[config.mk]
export PLATFORM = sky130hd
export DESIGN_NAME = down_timer
export DESIGN_NICKNAME = d
export VERILOG_FILES = /design/src/rtl/timer_pkg.sv /design/src/rtl/tick_gen.sv /design/src/rtl/down_timer.sv
export SDC_FILE = /design/constraint.sdc
export NUM_CORES = 1
export LEC_CHECK = 0
export CORE_AREA = 4 4 53 55
export CTS_BUF_LIST = sky130_fd_sc_hd__clkbuf_2
export DETAILED_ROUTE_END_ITERATION = 10
export DIE_AREA = 0 0 57 59
export PLACE_DENSITY_LB_ADDON = 0.05
export SKIP_CTS_REPAIR_TIMING = 1
export SLEW_MARGIN = 10
export SYNTH_ARGS = -nofsm -noshare
export SYNTH_HDL_FRONTEND = slang
export SYNTH_HIERARCHICAL = 1
export SYNTH_SLANG_ARGS = --single-unit
[constraint.sdc]
create_clock -name clk -period 3.1 [get_ports clk]
set_input_delay 0.31 -clock clk [delete_from_list [all_inputs] [get_ports clk]]
set_output_delay 0.31 -clock clk [all_outputs]
set_load 0.01 [all_outputs]
[src/rtl/timer_pkg.sv]
// Shared types and default sizes for the down-counting timer.
package timer_pkg;

  localparam int DEF_WIDTH = 4;
  localparam int DEF_PRE_W = 4;

  typedef enum logic [1:0] {
    IDLE    = 2'b00,
    RUN     = 2'b01,
    PAUSE   = 2'b10,
    EXPIRED = 2'b11
  } timer_state_e;

endpackage

[src/rtl/tick_gen.sv]
// Prescaler: raises tick for one cycle every prescale+1 enabled cycles.
module tick_gen #(
  parameter int PRE_W = 4
) (
  input  logic             clk,
  input  logic             clr,
  input  logic             en,
  input  logic             clear,
  input  logic [PRE_W-1:0] prescale,
  output logic             tick
);

  logic [PRE_W-1:0] cnt;

  // >= rather than == so lowering prescale mid-run ticks at once instead of wrapping.
  assign tick = en && (cnt >= prescale);

  always_ff @(posedge clk or negedge clr) begin
    if (!clr) begin
      cnt <= '0;
    end else if (clear) begin
      cnt <= '0;
    end else if (en) begin
      cnt <= tick ? '0 : cnt + 1'b1;
    end
  end

endmodule

[src/rtl/down_timer.sv]
// Programmable down timer: load/start/stop control, one-shot or periodic reload,
// registered one-cycle terminal-count pulse.
module down_timer
  import timer_pkg::*;
#(
  parameter int WIDTH = DEF_WIDTH,
  parameter int PRE_W = DEF_PRE_W
) (
  input  logic             clk,
  input  logic             clr,
  input  logic             load,
  input  logic [WIDTH-1:0] load_val,
  input  logic             start,
  input  logic             stop,
  input  logic             periodic,
  input  logic [PRE_W-1:0] prescale,
  output logic [WIDTH-1:0] out,
  output logic             tc,
  output logic             busy,
  output logic [1:0]       state
);

  localparam logic [WIDTH-1:0] ONE = WIDTH'(1);

  timer_state_e     state_q, state_n;
  logic [WIDTH-1:0] reload_q, reload_n;
  logic [WIDTH-1:0] out_n;
  logic             tc_n;
  logic             tick;
  logic             pre_en;

  // load and stop both freeze the prescaler so the command wins over a tick.
  assign pre_en = (state_q == RUN) && !load && !stop;

  tick_gen #(.PRE_W(PRE_W)) u_tick_gen (
    .clk      (clk),
    .clr      (clr),
    .en       (pre_en),
    .clear    (load),
    .prescale (prescale),
    .tick     (tick)
  );

  always_ff @(posedge clk or negedge clr) begin
    if (!clr) begin
      state_q  <= IDLE;
      reload_q <= '0;
      out      <= '0;
      tc       <= 1'b0;
    end else begin
      state_q  <= state_n;
      reload_q <= reload_n;
      out      <= out_n;
      tc       <= tc_n;
    end
  end

  always_comb begin
    state_n  = state_q;
    reload_n = reload_q;
    out_n    = out;
    tc_n     = 1'b0;
    if (load) begin
      reload_n = load_val;
      out_n    = load_val;
      state_n  = (start && (load_val != '0)) ? RUN : IDLE;
    end else if (stop) begin
      if (state_q == RUN) state_n = PAUSE;
    end else begin
      case (state_q)
        IDLE, PAUSE: begin
          if (start && (out != '0)) state_n = RUN;
        end
        EXPIRED: begin
          if (start && (reload_q != '0)) begin
            out_n   = reload_q;
            state_n = RUN;
          end
        end
        RUN: begin
          if (tick) begin
            if (out > ONE) begin
              out_n = out - ONE;
            end else if (out == ONE) begin
              tc_n = 1'b1;
              if (periodic) begin
                out_n = reload_q;
              end else begin
                out_n   = '0;
                state_n = EXPIRED;
              end
            end
          end
        end
        default: state_n = IDLE;
      endcase
    end
  end

  assign busy  = (state_q == RUN);
  assign state = state_q;

endmodule
==> impl_metrics.json <==
{
  "syn_avg_cell_area_um2": 9.72,
  "root_buffer": "clkbuf_2",
  "rsz0062_at_grt": "no",
  "netlist_area_mm2": 0.00113,
  "synthDistinctLibCells": 44,
  "die_x_um": 57,
  "post-route-period-util_pct": 75.6,
  "final_core_utilization_pct": 58.5,
  "pwr-share-seq_pct": 43.1,
  "cts.htree.levels": 1,
  "hold_class": "primary input to async pin",
  "swShare_pct": 37.3,
  "rows": 18,
  "grt_pass1_vias": 1030,
  "portBuffers": 21,
  "worstPathCellList": "inv_1, ha_1, nand2b_4, a2111oi_4, nor3b_1, a21o_1, o21ai_4, mux2_4",
  "netlist.area_leader.share_pct": 33.3,
  "min_period_ns": 2.34,
  "wl_um": 2560,
  "p_leak_nw": 0.597,
  "switchingPower_mw": 0.227,
  "n_antenna_cell": 0,
  "grt_max_degree": 21,
  "drcViolationCount": 0,
  "internal_power_mw": 0.383,
  "cts_buffers": 3,
  "nFillCells": 224,
  "io_pins": 22,
  "synth_area_leaders": "dfrtp_1, ha_1, mux2_4, nand2b_1, inv_1",
  "required_ns": 3.31,
  "grt_pass1_wl_um": 4370,
  "slew_violations": 0,
  "maxSlewHeadroom_pct": 50.5,
  "powerDensity_mw_per_mm2": 437,
  "hold_viol_final": 0,
  "cp.buffers_inverters": 1,
  "max_freq_mhz": 427,
  "synth_seq_cells": 15,
  "die_y_um": 59,
  "multi_input_area_um2": 694,
  "crit_type": "register to register",
  "dp_hpwl_um": 1970,
  "cp_max_fo": 5,
  "status": "complete, no violations",
  "syn_inst": 116,
  "dr.pass1.iters": 4,
  "setup-violations-final": 0,
  "nNetsFinal": 163,
  "tns_ns": 0,
  "cp-end-kind": "register",
  "ir_drop_uv": 367,
  "timing.hold.ws_ns": 0.420,
  "power_frac_clock_pct": 16.2,
  "synth_edf_count": 0,
  "initial_core_util_pct": 47.2,
  "ys_warn_count": 6,
  "crit_family": "compound AO/OA/AOI/OAI gates",
  "wire_per_inst_um": 15.1,
  "syn_to_final_growth_pct": 23.9,
  "grt_util_all_layers_pct": 16.5,
  "antenna_found_initial": 0,
  "syn_nets": 138,
  "num_vias": 973,
  "p_comb_share_pct": 40.7,
  "clockBufferDepth": 2,
  "fin_total_pwr_mw": 0.610,
  "vias_per_cell": 5.72,
  "cp_data_arrival_time_ns": 2.55,
  "gp_congestion": 0.761,
  "ys.flop_type": "dfrtp_1",
  "clkTransAtPathRegs_ns": 0.16,
  "synth_top_area_cell": "dfrtp_1",
  "seq_area_um2": 375,
  "yosysSeqAreaShare_pct": 33.3,
  "slowest_delay_ns": 0.43,
  "async_flop_share_pct": 100,
  "drt_iter0_markers": 23,
  "tightestPinTransition_ns": 0.741,
  "slowest_stage": "a2111oi_4",
  "startpoint_type": "register",
  "grt_overflow": 0,
  "finClkSkew_ns": 0.00346,
  "cts_tree": "built",
  "drive_above_1_share_pct": 13.6,
  "core_area_mm2": 0.00239,
  "numClockSinks": 15,
  "clk-insertion-delay-late_ns": 0.30,
  "drv_cap": 0,
  "dieArea_mm2": 0.00336,
  "ant_nets": 0
}
[synth_stat cells (2+ instances only)]
| library cell | number |
|---|---|
| a31oi_1 | 2 |
| buf_2 | 2 |
| nor3_1 | 2 |
| nor2b_1 | 2 |
| dfrtp_1 | 15 |
| inv_1 | 10 |
| o21ai_0 | 4 |
| ha_1 | 8 |
| nand3_1 | 2 |
| o31ai_1 | 2 |
| o22ai_1 | 3 |
| nand2b_1 | 7 |
| nor4b_1 | 2 |
| a21oi_1 | 6 |
| nor3b_1 | 2 |
| o221ai_1 | 3 |
| and2_1 | 2 |
| nor3b_2 | 2 |
| nor2_1 | 4 |
| o211ai_1 | 2 |
| mux2_4 | 3 |
| nand2b_4 | 2 |
| nand2_1 | 8 |
[logic make-up after synthesis]
family / after synthesis / share of synthesized area (%)
buf+inv: 14 / 5.11
fa+ha+maj: 8 / 8.88
mux: 5 / 5.88
flops: 15 / 33.3
compound gates: 32 / 22.4
simple gates: 42 / 24.4
[path summary, 6_finish.rpt]
kind | startpoint | to | slack, ns | cells after the start
setup / recovery | u_tick_gen/cnt[0] | out[0] | 0.76 | 8
hold / removal | clr | u_tick_gen/cnt[3] | 0.42 | 1
setup reg to reg | u_tick_gen/cnt[0] | out[0] | 0.76 | 8
hold reg to reg | reload_q[0] | reload_q[0] | 0.56 | 2
max in group asynchronous | clr | tc | 2.22 | 1
min in group clk | reload_q[0] | reload_q[0] | 0.56 | 2
[metrics by stage]
step,instance area [um^2],worst slack [ns],cells
floorplan,1130,0.939,116
global placement,1380,0.527,166
detailed placement,1380,0.481,166
CTS,1400,0.747,170
global route,1400,0.586,170
finish,1400,0.758,170
[placed cells by master (no fill, tap or decap), types with 3 or more instances in the layout]
master | synthesis | routed
o221ai_1 | 3 | 3
clkdlybuf4s50_1 | 0 | 21
nor2_1 | 4 | 4
clkbuf_2 | 0 | 3
nand2_1 | 8 | 8
ha_1 | 8 | 8
a21oi_1 | 6 | 6
nand2b_1 | 7 | 7
o22ai_1 | 3 | 3
dfrtp_1 | 15 | 15
o21ai_0 | 4 | 4
mux2_4 | 3 | 3
inv_1 | 10 | 10
[power groups by stage]
stage | registers, mW | clock network, mW | logic (mW)
finish | 0.263 | 0.0987 | 0.248
global route | 0.269 | 0.111 | 0.273
CTS | 0.262 | 0.102 | 0.250
detailed placement | 0.266 | 0 | 0.250
global placement | 0.266 | 0 | 0.247
floorplan | 0.258 | 0 | 0.158
[area by class of cell]
| type | count | area share [%] |
|---|---|---|
| well taps | 30 | 2.69 |
| inverters | 11 | 3.14 |
| repair buffers | 23 | 16.1 |
| clock buffers | 3 | 1.08 |
| flip-flops and latches | 15 | 26.9 |
| multi-input cells | 87 | 49.7 |
| clock inverters | 1 | 0.358 |
[per-layer routing]
layer,vias to the layer above,routed length (um),track usage (%)
li1,473,-,-
met1,462,1060,18.6
met2,31,1310,29.2
met3,7,139,3.49
met4,0,55,8.94
met5,-,0,0
[flip-flops by register name, summed over array words and instances, names as in the netlist]
name	count
out	4
reload_q	4
state	2
tc	1
u_tick_gen/cnt	4
Note: power is estimated with default switching activity, not from simulation.
